<file path="src/rtl/dpd_pkg.sv">
// Shared constants and state encoding for the DPD digit stream path.
package dpd_pkg;

  localparam int unsigned DPD_W = 10;
  localparam int unsigned BCD_W = 4;

  // Digit index of the held declet; StEmpty means nothing is held.
  typedef enum logic [1:0] {
    StEmpty = 2'd0,
    StD2    = 2'd1,
    StD1    = 2'd2,
    StD0    = 2'd3
  } dpd_state_e;

endpackage

</file>
<file path="src/rtl/dpd_unpack.sv">
// Combinational densely-packed-decimal declet to three-BCD-digit decoder.
module dpd_unpack
  import dpd_pkg::*;
(
  input  logic [DPD_W-1:0] dpd_i,
  output logic [BCD_W-1:0] d2_o,
  output logic [BCD_W-1:0] d1_o,
  output logic [BCD_W-1:0] d0_o
);

  logic p, q, r, s, t, u, v, w, x, y;

  assign {p, q, r, s, t, u, v, w, x, y} = dpd_i;

  // v selects small/large digit coding; w,x,s,t locate the large digits.
  always_comb begin
    d2_o = {1'b0, p, q, r};
    d1_o = {1'b0, s, t, u};
    d0_o = {1'b0, w, x, y};
    if (v) begin
      unique casez ({w, x, s, t})
        4'b00??: begin
          d0_o = {3'b100, y};
        end
        4'b01??: begin
          d1_o = {3'b100, u};
          d0_o = {1'b0, s, t, y};
        end
        4'b10??: begin
          d2_o = {3'b100, r};
          d0_o = {1'b0, p, q, y};
        end
        4'b1100: begin
          d2_o = {3'b100, r};
          d1_o = {3'b100, u};
          d0_o = {1'b0, p, q, y};
        end
        4'b1101: begin
          d2_o = {3'b100, r};
          d1_o = {1'b0, p, q, u};
          d0_o = {3'b100, y};
        end
        4'b1110: begin
          d1_o = {3'b100, u};
          d0_o = {3'b100, y};
        end
        default: begin
          d2_o = {3'b100, r};
          d1_o = {3'b100, u};
          d0_o = {3'b100, y};
        end
      endcase
    end
  end

endmodule

</file>
<file path="src/rtl/dpd_digit_serializer.sv">
// Serialises DPD declets into BCD digits, MSD first, with optional
// leading-zero suppression across a multi-declet number.
module dpd_digit_serializer
  import dpd_pkg::*;
#(
  parameter bit ZERO_SUPPRESS = 1'b1
) (
  input  logic             clk,
  input  logic             rst,
  input  logic [DPD_W-1:0] in_dpd,
  input  logic             in_first,
  input  logic             in_last,
  input  logic             in_valid,
  output logic             in_ready,
  output logic [BCD_W-1:0] out_digit,
  output logic             out_first,
  output logic             out_last,
  output logic             out_valid,
  input  logic             out_ready
);

  dpd_state_e       state_q, state_d;
  logic [DPD_W-1:0] dpd_q;
  // first_q doubles as the pending-first flag: set on an in_first accept,
  // cleared once the first surviving digit handshakes.
  logic             first_q, first_d;
  logic             last_q;
  logic             lead_q, lead_d;

  logic [BCD_W-1:0] d2, d1, d0, cur_digit;
  logic             skip, emit, advance, accept;

  dpd_unpack u_unpack (
    .dpd_i (dpd_q),
    .d2_o  (d2),
    .d1_o  (d1),
    .d0_o  (d0)
  );

  // State register and holding registers.
  always_ff @(posedge clk) begin
    if (rst) begin
      state_q <= StEmpty;
      dpd_q   <= '0;
      first_q <= 1'b0;
      last_q  <= 1'b0;
      lead_q  <= 1'b0;
    end else begin
      state_q <= state_d;
      first_q <= first_d;
      lead_q  <= lead_d;
      if (accept) begin
        dpd_q  <= in_dpd;
        last_q <= in_last;
      end
    end
  end

  // Digit mux, skip decision and handshake outputs.
  always_comb begin
    unique case (state_q)
      StD2:    cur_digit = d2;
      StD1:    cur_digit = d1;
      StD0:    cur_digit = d0;
      default: cur_digit = '0;
    endcase
    // The final digit of a number is never skipped, so an all-zero
    // number still yields a single 0.
    skip = ZERO_SUPPRESS && lead_q && (state_q != StEmpty) && (cur_digit == '0) &&
           !((state_q == StD0) && last_q);
    out_valid = (state_q != StEmpty) && !skip;
    emit      = out_valid && out_ready;
    advance   = emit || skip;
    in_ready  = (state_q == StEmpty) || ((state_q == StD0) && advance);
    accept    = in_valid && in_ready;
    out_digit = out_valid ? cur_digit : '0;
    out_first = out_valid && first_q;
    out_last  = out_valid && (state_q == StD0) && last_q;
  end

  // Next state and flag updates; an in_first accept overrides an emit clear.
  always_comb begin
    state_d = state_q;
    first_d = first_q;
    lead_d  = lead_q;
    unique case (state_q)
      StEmpty: if (accept)  state_d = StD2;
      StD2:    if (advance) state_d = StD1;
      StD1:    if (advance) state_d = StD0;
      StD0:    if (advance) state_d = accept ? StD2 : StEmpty;
      default: state_d = StEmpty;
    endcase
    if (emit) begin
      first_d = 1'b0;
      lead_d  = 1'b0;
    end
    if (accept && in_first) begin
      first_d = 1'b1;
      lead_d  = 1'b1;
    end
    if (!ZERO_SUPPRESS) lead_d = 1'b0;
  end

endmodule

</file>
<file path="config.mk">
export PLATFORM = sky130hd
export DESIGN_NAME = dpd_digit_serializer
export DESIGN_NICKNAME = d
export VERILOG_FILES = /design/src/rtl/dpd_pkg.sv /design/src/rtl/dpd_unpack.sv /design/src/rtl/dpd_digit_serializer.sv
export SDC_FILE = /design/constraint.sdc
export NUM_CORES = 1
export LEC_CHECK = 0
export ABC_AREA = 1
export BUFFER_PORTS_ARGS = -buffer_cell sky130_fd_sc_hd__clkbuf_2
export CAP_MARGIN = 20
export CORE_ASPECT_RATIO = 1.25
export CORE_MARGIN = 1
export CORE_UTILIZATION = 36
export CTS_BUF_LIST = sky130_fd_sc_hd__clkbuf_8 sky130_fd_sc_hd__clkbuf_16
export DETAILED_ROUTE_END_ITERATION = 7
export GPL_TIMING_DRIVEN = 0
export PLACE_DENSITY = 0.61
export SYNTH_ARGS = -nofsm -noshare
export SYNTH_HDL_FRONTEND = slang
export SYNTH_SLANG_ARGS = --single-unit
export TNS_END_PERCENT = 10
</file>
<file path="constraint.sdc">
create_clock -name clk -period 2.5 [get_ports clk]
set_input_delay 0.25 -clock clk [delete_from_list [all_inputs] [get_ports clk]]
set_output_delay 0.25 -clock clk [all_outputs]
set_load 0.05 [all_outputs]
</file>
==> impl_metrics.prom, run 1 <==
# TYPE chip_impl_metric gauge
chip_impl_metric{name="ioPinCount",unit=""} 24
chip_impl_metric{name="detailedRoute.firstIterationViolations",unit=""} 28
chip_impl_info{name="hold_class",value="input pin to flip-flop"} 1
chip_impl_metric{name="antennaDiodeCount",unit=""} 0
chip_impl_metric{name="starting_utilization_of_the_core_area",unit=""} 0.3782
chip_impl_metric{name="timing.final.crit_share",unit=""} 0.9219
chip_impl_metric{name="drt_first_pass_iters",unit=""} 4
chip_impl_metric{name="detail_route.wirelength",unit="microns"} 2161
chip_impl_metric{name="power_per_cell_area",unit="mW/mm^2"} 1026
chip_impl_metric{name="finalSetupViolCount",unit=""} 0
chip_impl_metric{name="power_switching_share",unit=""} 0.4846
chip_impl_metric{name="comb_power_share",unit=""} 0.559
chip_impl_metric{name="clk_transition_reported_paths",unit="ns"} 0.06
chip_impl_metric{name="fin_skew",unit="ns"} 0.003968
chip_impl_info{name="most-common-layout-cells",value="nand2_1 (48), clkbuf_2 (21), inv_1 (14), dfxtp_1 (13), nor2_1 (12)"} 1
chip_impl_metric{name="die_area",unit="sq mm"} 0.003033
chip_impl_metric{name="die_x",unit="microns"} 49.46
chip_impl_metric{name="fmax",unit="GHz"} 0.4339
chip_impl_info{name="rsz_0062_raised_after_global_routing",value="true"} 1
chip_impl_metric{name="gp_congestion",unit=""} 0.7968
chip_impl_metric{name="groute.usage.overall",unit=""} 0.1585
chip_impl_metric{name="portBuffers",unit=""} 23
chip_impl_metric{name="clkPwrFrac",unit=""} 0.177
chip_impl_metric{name="layout.nets",unit=""} 197
chip_impl_metric{name="synth.lib_cells_used.distinct",unit=""} 23
chip_impl_metric{name="synth-warning-count",unit=""} 0
chip_impl_info{name="worstSetupEndpointType",value="output port"} 1
chip_impl_metric{name="post_route_cells_drive_above_1_share",unit=""} 0.3429
chip_impl_info{name="mostFrequentLayoutCell",value="nand2_1"} 1
chip_impl_info{name="outcome",value="complete, no violations"} 1
chip_impl_metric{name="core.rowCount",unit=""} 21
chip_impl_metric{name="cap_violations",unit=""} 0
chip_impl_metric{name="p_int",unit="W"} 0.0006490
chip_impl_metric{name="drt-wirelength-per-cell",unit="microns"} 10.34
chip_impl_metric{name="tightestPinTransition",unit="ns"} 0.6001
chip_impl_metric{name="postCtsSetupRepairBufs",unit=""} 0
chip_impl_metric{name="final_core_area_utilization",unit=""} 0.4580
chip_impl_metric{name="hold_violations",unit=""} 0
chip_impl_metric{name="first_global_vias",unit=""} 883
chip_impl_metric{name="cts_buffer_depth",unit=""} 2
chip_impl_metric{name="sequentialPowerShare",unit=""} 0.264
chip_impl_metric{name="synth.cell_area",unit="sq mm"} 0.001013
chip_impl_metric{name="antenna_found_initial",unit=""} 0
chip_impl_info{name="tritoncts",value="yes"} 1
chip_impl_metric{name="floorplan.core_area",unit="sq mm"} 0.002680
chip_impl_metric{name="yosys_register_bits",unit=""} 14
chip_impl_metric{name="globalRoute.totalOverflow",unit=""} 0
chip_impl_metric{name="post_drt_via_cell_ratio",unit=""} 4.603
chip_impl_metric{name="hold_buffers",unit=""} 0
chip_impl_metric{name="worstSkewPairLatency",unit="ns"} 0.25
chip_impl_metric{name="register_area",unit="sq um"} 281.5
chip_impl_metric{name="synthCells",unit=""} 148
chip_impl_metric{name="vdd_ir_drop_max",unit="uV"} 558.0
chip_impl_metric{name="synth_area_per_cell",unit="sq um"} 6.848
chip_impl_metric{name="cp.arrival",unit="ns"} 2.05
chip_impl_metric{name="mappedNetlistNets",unit=""} 169
chip_impl_metric{name="grt_max_degree",unit=""} 11
chip_impl_metric{name="filler_cell_count",unit=""} 294
chip_impl_metric{name="hpwlAfterDp",unit="microns"} 1765
chip_impl_metric{name="clock_sink_count",unit=""} 14
chip_impl_metric{name="leakagePower",unit="nW"} 0.5859
chip_impl_metric{name="synth_seq_area_share",unit=""} 0.2765
chip_impl_metric{name="final.setup.tns",unit="ns"} 0
chip_impl_metric{name="cells_on_worst_hold_path",unit=""} 3
chip_impl_metric{name="worst_slew_margin_rel",unit=""} 0.5999
chip_impl_metric{name="multi_input_area",unit="sq um"} 630.6
chip_impl_info{name="startpoint_type",value="flip-flop"} 1
chip_impl_metric{name="syn_to_final_growth",unit="%"} 21.11
chip_impl_metric{name="num_vias",unit=""} 962
chip_impl_metric{name="r2r_cells",unit=""} 15
chip_impl_metric{name="final_max_slew_viol_count",unit=""} 0
chip_impl_metric{name="cts_made_buffers",unit=""} 3
chip_impl_info{name="timing.setup.critical_path_class",value="flip-flop to output port"} 1
chip_impl_metric{name="first_pass_grt_wire_length",unit="microns"} 3601
chip_impl_info{name="clk_root_buffer_cell",value="clkbuf_8"} 1
chip_impl_metric{name="path_max_fanout",unit=""} 5
chip_impl_metric{name="die_h",unit="microns"} 61.32
chip_impl_metric{name="switching_power",unit="W"} 0.0006102
chip_impl_metric{name="whs",unit="ns"} 0.2302
chip_impl_metric{name="final_antenna_violating_net_count",unit=""} 0
chip_impl_metric{name="htree_levels",unit=""} 1
chip_impl_metric{name="drcViolationCount",unit=""} 0
chip_impl_metric{name="post_cts.resized_instances",unit=""} 0
chip_impl_metric{name="post-route-min-period",unit="ns"} 2.305
chip_impl_metric{name="req_time_crit_path",unit="ns"} 2.25
==> layer usage <==
metal | share of wire | wire length [microns] | global-route usage | vias to the layer above
met2 | 0.48 | 1029 | 0.2994 | 20
met1 | 0.47 | 1024 | 0.1696 | 416
met3 | 0.026 | 57 | 0.02222 | 5
li1 | - | - | - | 521
met5 | 0 | 0 | 0 | -
met4 | 0.023 | 49 | 0.09796 | 0
==> state kept, by name, indices dropped and copies added, names as in the netlist <==
name / flops
lead_q: 1
dpd_q: 10
state_q: 2
last_q: 1
==> power by group through the flow <==
stage	logic [W]	registers, W	clock network (W)
after floorplan	0.000582	0.000322	0
after global placement	0.000696	0.000333	0
after detailed placement	0.000711	0.000334	0
after CTS	0.000713	0.000330	0.000228
after global routing	0.000789	0.000340	0.000237
final	0.000704	0.000333	0.000222
==> layout make-up <==
type / count / share of cell area
repair buffers: 23 / 0.09378
well taps: 34 / 0.03466
plain buffers: 3 / 0.02854
clock buffers: 4 / 0.04485
flip-flops and latches: 14 / 0.2294
inverters: 18 / 0.05505
multi-input cells: 113 / 0.5138
==> cell families (layout without fill, tap and decap cells) <==
logic type                 Yosys count  after routing  share of synthesized area
and+or+nand+nor                     86             86                     0.3901
buffers and inverters               21             48                     0.1012
adders and majority gates            5              5                    0.06173
AOI/OAI and AO/OA                   22             22                     0.1704
DFF                                 14             14                     0.2765
==> synth_stat cells <==
master | count | area [sq um]
buf_12 | 1 | 20.02
nand2_4 | 2 | 22.52
dfxtp_1 | 14 | 280.3
o21ai_0 | 2 | 10.01
nand2_2 | 8 | 50.05
nand3_2 | 3 | 30.03
clkbuf_1 | 1 | 3.750
inv_2 | 3 | 11.26
nand2_1 | 48 | 180.2
ha_1 | 5 | 62.56
a211oi_1 | 1 | 7.510
nand4_1 | 1 | 6.260
clkinv_1 | 1 | 3.750
a21oi_2 | 8 | 70.07
nand3_1 | 11 | 55.05
inv_1 | 14 | 52.55
a21oi_1 | 4 | 20.02
o21ai_2 | 2 | 17.52
o21ai_1 | 2 | 10.01
a211oi_2 | 3 | 37.54
buf_6 | 1 | 11.26
nor2_1 | 12 | 45.04
or2_2 | 1 | 6.260
==> per-stage QoR <==
| step | instances | instance area (sq um) | setup WS (ns) | power, W |
|---|---|---|---|---|
| after floorplan | 148 | 1013 | 0.3368 | 0.0009039 |
| after detailed placement | 205 | 1171 | 0.3754 | 0.001045 |
| final | 209 | 1227 | 0.1954 | 0.001259 |
| after global placement | 205 | 1171 | 0.4237 | 0.001029 |
| after CTS | 209 | 1226 | 0.08988 | 0.001270 |
| after global routing | 209 | 1227 | -0.01159 | 0.001366 |
==> final timing paths <==
check,start,end,slack [ns]
max,state_q[0]$_SDFFE_PP0P_,in_ready,0.20
min,in_dpd[3],dpd_q[3]$_SDFFE_PP0N_,0.23
max reg2reg,state_q[0]$_SDFFE_PP0P_,dpd_q[1]$_SDFFE_PP0N_,0.46
min reg2reg,last_q$_SDFFE_PP0N_,last_q$_SDFFE_PP0N_,0.48
==> critical path: stages (launching register included) <==
cell and delay, ns:
dfxtp_2 0.37, inv_1 0.08, ha_1 0.26, nand2_1 0.09
nand3_1 0.09, nand2_1 0.09, nand4_1 0.10, a21oi_2 0.13
nand3_2 0.10, o21ai_2 0.08, nand2_2 0.08, nand2_4 0.08
buf_2 0.26
(Power assumes the default switching activity.)
==> run 2, diff against run 1 <==
- CELL_PAD_IN_SITES_DETAIL_PLACEMENT: unset -> 1
- CELL_PAD_IN_SITES_GLOBAL_PLACEMENT: unset -> 1
- PLACE_DENSITY: 0.61 -> 0.81
- SLEW_MARGIN: unset -> 20
==> impl_metrics.prom, run 2 (same netlist as run 1, synthesis figures left out) <==
# TYPE chip_impl_metric gauge
chip_impl_info{name="outcome",value="complete, no violations"} 1
chip_impl_metric{name="die_area",unit="sq mm"} 0.003033
chip_impl_metric{name="drcViolationCount",unit=""} 0
chip_impl_metric{name="layout.nets",unit=""} 197
chip_impl_metric{name="first_global_vias",unit=""} 1020
chip_impl_metric{name="htree_levels",unit=""} 1
chip_impl_metric{name="starting_utilization_of_the_core_area",unit=""} 0.3782
chip_impl_metric{name="post_drt_via_cell_ratio",unit=""} 4.823
chip_impl_metric{name="postCtsSetupRepairBufs",unit=""} 0
chip_impl_metric{name="fin_skew",unit="ns"} 0.003412
chip_impl_metric{name="core.rowCount",unit=""} 21
chip_impl_metric{name="detailedRoute.firstIterationViolations",unit=""} 21
chip_impl_metric{name="ioPinCount",unit=""} 24
chip_impl_metric{name="die_x",unit="microns"} 49.46
chip_impl_info{name="worstSetupEndpointType",value="output port"} 1
chip_impl_metric{name="post-route-min-period",unit="ns"} 2.275
chip_impl_info{name="regToRegEndpoint",value="dpd_q[1]$_SDFFE_PP0N_"} 1
chip_impl_metric{name="drt-wirelength-per-cell",unit="microns"} 12.64
chip_impl_metric{name="cp.arrival",unit="ns"} 2.03
chip_impl_metric{name="worst_slew_margin_rel",unit=""} 0.5995
chip_impl_metric{name="layoutNonFillerInstCount",unit=""} 209
chip_impl_metric{name="gp_congestion",unit=""} 0.8440
chip_impl_info{name="tritoncts",value="yes"} 1
chip_impl_metric{name="final.setup.tns",unit="ns"} 0
chip_impl_metric{name="cap_violations",unit=""} 0
chip_impl_info{name="mostFrequentLayoutCell",value="nand2_1"} 1
chip_impl_metric{name="fmax",unit="GHz"} 0.4395
chip_impl_info{name="worstSetupStartpoint",value="state_q[1]$_SDFFE_PP0P_"} 1
chip_impl_metric{name="path_max_fanout",unit=""} 5
chip_impl_metric{name="vdd_ir_drop_max",unit="uV"} 564.8
chip_impl_metric{name="cts_buffer_depth",unit=""} 2
chip_impl_info{name="worst_hold_startpoint",value="in_first"} 1
chip_impl_metric{name="power_per_cell_area",unit="mW/mm^2"} 1051
chip_impl_info{name="rsz_0062_raised_after_global_routing",value="false"} 1
chip_impl_metric{name="clock_sink_count",unit=""} 14
chip_impl_metric{name="grt_max_degree",unit=""} 11
chip_impl_info{name="largest-register",value="dpd_q"} 1
chip_impl_metric{name="globalRoute.totalOverflow",unit=""} 0
chip_impl_metric{name="hold_violations",unit=""} 0
chip_impl_metric{name="ff2ff_setup_slack",unit="ns"} 0.45
chip_impl_metric{name="dpl.cell_count",unit=""} 205
chip_impl_metric{name="final_antenna_violating_net_count",unit=""} 0
chip_impl_metric{name="leakagePower",unit="nW"} 0.5842
chip_impl_metric{name="req_time_crit_path",unit="ns"} 2.25
chip_impl_metric{name="r2r_cells",unit=""} 15
chip_impl_metric{name="cells_on_worst_hold_path",unit=""} 3
chip_impl_metric{name="power",unit="W"} 0.001301
chip_impl_metric{name="final_max_slew_viol_count",unit=""} 0
chip_impl_metric{name="post_route_cells_drive_above_1_share",unit=""} 0.3600
chip_impl_metric{name="layout.cell_area.non_filler",unit="sq mm"} 0.001237
chip_impl_info{name="whs_endpoint",value="lead_q$_SDFFE_PP0P_"} 1
chip_impl_info{name="timing.setup.critical_path_class",value="flip-flop to output port"} 1
chip_impl_metric{name="placedInstanceArea",unit="sq mm"} 0.001171
chip_impl_metric{name="worstSkewPairLatency",unit="ns"} 0.25
chip_impl_metric{name="tightestPinTransition",unit="ns"} 0.6007
chip_impl_metric{name="num_vias",unit=""} 1008
chip_impl_metric{name="detail_route.wirelength",unit="microns"} 2642
chip_impl_metric{name="hpwlAfterDp",unit="microns"} 2190
chip_impl_metric{name="largest_reg_flops",unit=""} 10
chip_impl_info{name="reg2reg_from",value="state_q[1]$_SDFFE_PP0P_"} 1
chip_impl_info{name="hold_class",value="input pin to flip-flop"} 1
chip_impl_metric{name="finalSetupViolCount",unit=""} 0
chip_impl_metric{name="die_h",unit="microns"} 61.32
chip_impl_metric{name="antennaDiodeCount",unit=""} 0
chip_impl_metric{name="floorplan.core_area",unit="sq mm"} 0.002680
chip_impl_metric{name="drt_first_pass_iters",unit=""} 4
chip_impl_info{name="most-common-layout-cells",value="nand2_1 (47), clkbuf_2 (21), inv_1 (14), dfxtp_1 (13), nor2_1 (12)"} 1
chip_impl_info{name="layout_top_registers",value="dpd_q: 10 flops, state_q: 2 flops"} 1
chip_impl_metric{name="syn_to_final_growth",unit="%"} 22.10
chip_impl_info{name="clk_root_buffer_cell",value="clkbuf_8"} 1
chip_impl_info{name="startpoint_type",value="flip-flop"} 1
chip_impl_metric{name="clk_transition_reported_paths",unit="ns"} 0.06
chip_impl_metric{name="timing.final.crit_share",unit=""} 0.9101
chip_impl_metric{name="cts_made_buffers",unit=""} 3
chip_impl_metric{name="antenna_found_initial",unit=""} 0
chip_impl_metric{name="groute.usage.overall",unit=""} 0.1959
chip_impl_metric{name="first_pass_grt_wire_length",unit="microns"} 4478
chip_impl_metric{name="final_core_area_utilization",unit=""} 0.4617
chip_impl_metric{name="portBuffers",unit=""} 23
run 2: cell count changes in the layout (fill, tap and decap cells not counted):
cell,delta
buf_2,-1
clkbuf_4,+1
ha_2,+2
ha_1,-2
nand2_1,-1
nand2_2,+1
run 2: repair_timing:
item                                    4_1_cts  5_1_grt
gates resized for setup                       0        7
hold buffers                                  0        0
endpoints found under the hold margin         0        0
endpoints found under the setup margin        0        6
run 2: area by class of cell:
type	count	area, sq um
repair buffers	23	117.6
multi-input cells	113	638.1
clock buffers	4	55.05
inverters	18	67.56
well taps	34	42.54
plain buffers	3	35.03
fillers	379	1443
flip-flops and latches	14	281.5
run 2: critical path: stages (launching register included):
cell	delay, ns
dfxtp_1	0.35
inv_1	0.11
ha_2	0.23
nand2_1	0.07
nand3_1	0.08
nand2_1	0.09
nand4_1	0.10
a21oi_2	0.14
nand3_2	0.11
nand2_2	0.12
inv_1	0.07
nand2_1	0.07
inv_1	0.04
buf_2	0.20
run 2: per-layer routing:
metal  wire length (microns)  share of wire  GRT usage  up-vias
li1                        -              -          -      524
met1                    1102           0.42     0.2186      455
met2                    1395           0.53     0.3718       20
met3                      60          0.023   0.009877        9
met4                      83          0.031     0.1224        0
met5                       0              0          0        -
run 2: per-stage QoR:
| stage | setup WS (ns) | hold WS (ns) |
|---|---|---|
| floorplan | 0.3368 | 0.3230 |
| global placement | 0.4313 | 0.4598 |
| detailed placement | 0.3120 | 0.4651 |
| CTS | 0.02895 | 0.2351 |
| global route | 0.009028 | 0.2490 |
| finish | 0.2248 | 0.2361 |
run 2: where the power goes:
| group | switching (W) | internal [W] |
|---|---|---|
| Sequential | 0.0000564 | 0.000279 |
| Clock | 0.0000814 | 0.000140 |
| Combinational | 0.000502 | 0.000242 |
run 2: worst max-delay path by stage:
| stage | endpoint | slack, ns | depth (start not counted) |
|---|---|---|---|
| final | out_first | 0.22 | 13 |
| after global routing | out_first | 0.009 | 13 |
| after CTS | out_first | 0.03 | 13 |
| after detailed placement | out_first | 0.31 | 13 |
| after global placement | in_ready | 0.43 | 12 |
| after floorplan | out_first | 0.34 | 12 |
==> run 3, diff against run 2 <==
- PLACE_DENSITY: 0.81 -> 0.88
==> impl_metrics.prom, run 3 (same netlist as run 1, synthesis figures left out) <==
# TYPE chip_impl_metric gauge
chip_impl_metric{name="r2r_cells",unit=""} 15
chip_impl_metric{name="clock_sink_count",unit=""} 14
chip_impl_metric{name="groute.usage.overall",unit=""} 0.1865
chip_impl_metric{name="htree_levels",unit=""} 1
chip_impl_metric{name="antennaDiodeCount",unit=""} 0
chip_impl_metric{name="placedInstanceArea",unit="sq mm"} 0.001171
chip_impl_metric{name="tightestPinTransition",unit="ns"} 0.5800
chip_impl_info{name="worstSetupEndpointType",value="output port"} 1
chip_impl_metric{name="portBuffers",unit=""} 23
chip_impl_metric{name="drt-wirelength-per-cell",unit="microns"} 13.03
chip_impl_info{name="worst_setup_path_endpoint",value="in_ready"} 1
chip_impl_metric{name="die_area",unit="sq mm"} 0.003033
chip_impl_metric{name="ff2ff_setup_slack",unit="ns"} 0.38
chip_impl_metric{name="final_antenna_violating_net_count",unit=""} 0
chip_impl_info{name="largest-register",value="dpd_q"} 1
chip_impl_metric{name="detail_route.wirelength",unit="microns"} 2724
chip_impl_metric{name="vdd_ir_drop_max",unit="uV"} 592.9
chip_impl_metric{name="gp_congestion",unit=""} 0.8386
chip_impl_metric{name="worst_slew_margin_rel",unit=""} 0.6133
chip_impl_metric{name="cp.arrival",unit="ns"} 2.12
chip_impl_info{name="reg2reg_from",value="state_q[0]$_SDFFE_PP0P_"} 1
chip_impl_metric{name="path_max_fanout",unit=""} 5
chip_impl_metric{name="fin_skew",unit="ns"} 0.002873
chip_impl_metric{name="place_worst_setup_slack",unit="ns"} 0.3616
chip_impl_metric{name="leakagePower",unit="nW"} 0.5850
chip_impl_metric{name="power_per_cell_area",unit="mW/mm^2"} 1064
chip_impl_info{name="startpoint_type",value="flip-flop"} 1
chip_impl_metric{name="floorplan.core_area",unit="sq mm"} 0.002680
chip_impl_metric{name="first_pass_grt_wire_length",unit="microns"} 4319
chip_impl_metric{name="globalRoute.totalOverflow",unit=""} 0
chip_impl_metric{name="clk_transition_reported_paths",unit="ns"} 0.06
chip_impl_info{name="most-common-layout-cells",value="nand2_1 (48), clkbuf_2 (22), inv_1 (14), dfxtp_1 (13), nor2_1 (12)"} 1
chip_impl_metric{name="drcViolationCount",unit=""} 0
chip_impl_metric{name="final_max_slew_viol_count",unit=""} 0
chip_impl_metric{name="drt_first_pass_iters",unit=""} 2
chip_impl_metric{name="core.rowCount",unit=""} 21
chip_impl_metric{name="final_core_area_utilization",unit=""} 0.4589
chip_impl_metric{name="layout.nets",unit=""} 197
chip_impl_metric{name="num_vias",unit=""} 1014
chip_impl_info{name="layout_top_registers",value="dpd_q: 10 flops, state_q: 2 flops"} 1
chip_impl_metric{name="postLayoutSetupSlackWorst",unit="ns"} 0.1325
chip_impl_metric{name="ioPinCount",unit=""} 24
chip_impl_metric{name="starting_utilization_of_the_core_area",unit=""} 0.3782
chip_impl_metric{name="final.setup.tns",unit="ns"} 0
chip_impl_metric{name="timing.final.crit_share",unit=""} 0.9470
chip_impl_metric{name="die_x",unit="microns"} 49.46
chip_impl_metric{name="dpl.cell_count",unit=""} 205
chip_impl_info{name="timing.setup.critical_path_class",value="flip-flop to output port"} 1
chip_impl_metric{name="cts_buffer_depth",unit=""} 2
chip_impl_metric{name="grt_max_degree",unit=""} 11
chip_impl_metric{name="filler_cell_count",unit=""} 368
chip_impl_metric{name="die_h",unit="microns"} 61.32
chip_impl_metric{name="cts_made_buffers",unit=""} 3
chip_impl_metric{name="cells_on_worst_hold_path",unit=""} 3
chip_impl_metric{name="largest_reg_flops",unit=""} 10
chip_impl_info{name="regToRegEndpoint",value="dpd_q[1]$_SDFFE_PP0N_"} 1
chip_impl_metric{name="hold_buffers",unit=""} 0
chip_impl_info{name="outcome",value="complete, no violations"} 1
chip_impl_info{name="mostFrequentLayoutCell",value="nand2_1"} 1
chip_impl_info{name="clk_root_buffer_cell",value="clkbuf_8"} 1
chip_impl_metric{name="post_drt_via_cell_ratio",unit=""} 4.852
chip_impl_metric{name="detailedRoute.firstIterationViolations",unit=""} 16
chip_impl_info{name="hold_class",value="input pin to flip-flop"} 1
chip_impl_info{name="worstSetupStartpoint",value="state_q[0]$_SDFFE_PP0P_"} 1
chip_impl_metric{name="hold_violations",unit=""} 0
chip_impl_metric{name="fmax",unit="GHz"} 0.4224
chip_impl_metric{name="antenna_found_initial",unit=""} 0
chip_impl_metric{name="post-route-min-period",unit="ns"} 2.367
chip_impl_metric{name="req_time_crit_path",unit="ns"} 2.25
chip_impl_metric{name="finalSetupViolCount",unit=""} 0
chip_impl_info{name="tritoncts",value="yes"} 1
chip_impl_metric{name="hpwlAfterDp",unit="microns"} 2163
chip_impl_metric{name="first_global_vias",unit=""} 1027
chip_impl_metric{name="cap_violations",unit=""} 0
chip_impl_metric{name="layout.cell_area.non_filler",unit="sq mm"} 0.001230
chip_impl_metric{name="syn_to_final_growth",unit="%"} 21.36
chip_impl_metric{name="worstSkewPairLatency",unit="ns"} 0.24
chip_impl_metric{name="layoutNonFillerInstCount",unit=""} 209
chip_impl_metric{name="post_route_cells_drive_above_1_share",unit=""} 0.3486
[run 3: cell count changes in the layout (fill, tap and decap cells not counted)]
cell      change
clkbuf_2      +1
ha_2          -1
nand2_1       +1
nand2_2       -1
clkbuf_4      -1
ha_1          +1
[run 3: timing repair]
item	in CTS	in global routing
buffers inserted	0	0
gates resized for setup	0	3
endpoints found under the setup margin	0	3
[run 3: cell type report]
cell class / count / area, sq um / area share
multi-input cells: 113 / 633.1 / 0.5148
flip-flops and latches: 14 / 281.5 / 0.2289
plain buffers: 3 / 35.03 / 0.02848
well taps: 34 / 42.54 / 0.03459
inverters: 18 / 67.56 / 0.05493
repair buffers: 23 / 115.1 / 0.09359
clock buffers: 4 / 55.05 / 0.04476
[run 3: critical path, cell delays in order, from the launching register on]
cell	delay, ns
dfxtp_2	0.36
inv_1	0.09
ha_1	0.27
nand2_1	0.09
nand3_1	0.10
nand2_1	0.09
nand4_1	0.09
a21oi_2	0.14
nand3_2	0.10
o21ai_2	0.08
nand2_2	0.08
nand2_4	0.08
clkbuf_2	0.27
[run 3: routing by layer]
layer,vias up,global-route usage,wire (microns)
met2,22,0.3855,1464
met5,-,0,0
met1,465,0.1994,1162
li1,522,-,-
met4,0,0.06531,34
met3,5,0.01481,63
[run 3: how the worst min path moves through the flow]
stage / start / endpoint / slack [ns]
finish: in_last / last_q$_SDFFE_PP0N_ / 0.24
global route: in_dpd[1] / dpd_q[1]$_SDFFE_PP0N_ / 0.25
CTS: in_last / last_q$_SDFFE_PP0N_ / 0.23
detailed placement: dpd_q[7]$_SDFFE_PP0N_ / dpd_q[7]$_SDFFE_PP0N_ / 0.47
global placement: dpd_q[4]$_SDFFE_PP0N_ / dpd_q[4]$_SDFFE_PP0N_ / 0.46
floorplan: rst / dpd_q[2]$_SDFFE_PP0N_ / 0.32
[run 3: power by group]
| part | internal [W] | total (W) | switching, W |
|---|---|---|---|
| sequential | 0.000279 | 0.000338 | 0.0000595 |
| clock | 0.000139 | 0.000218 | 0.0000788 |
| combinational | 0.000236 | 0.000752 | 0.000516 |
[run 3: stage by stage]
stage | power [W] | hold slack, ns
finish | 0.001309 | 0.2355
global route | 0.001410 | 0.2472
CTS | 0.001305 | 0.2348
detailed placement | 0.001079 | 0.4659
global placement | 0.001033 | 0.4617
floorplan | 0.0009039 | 0.3230
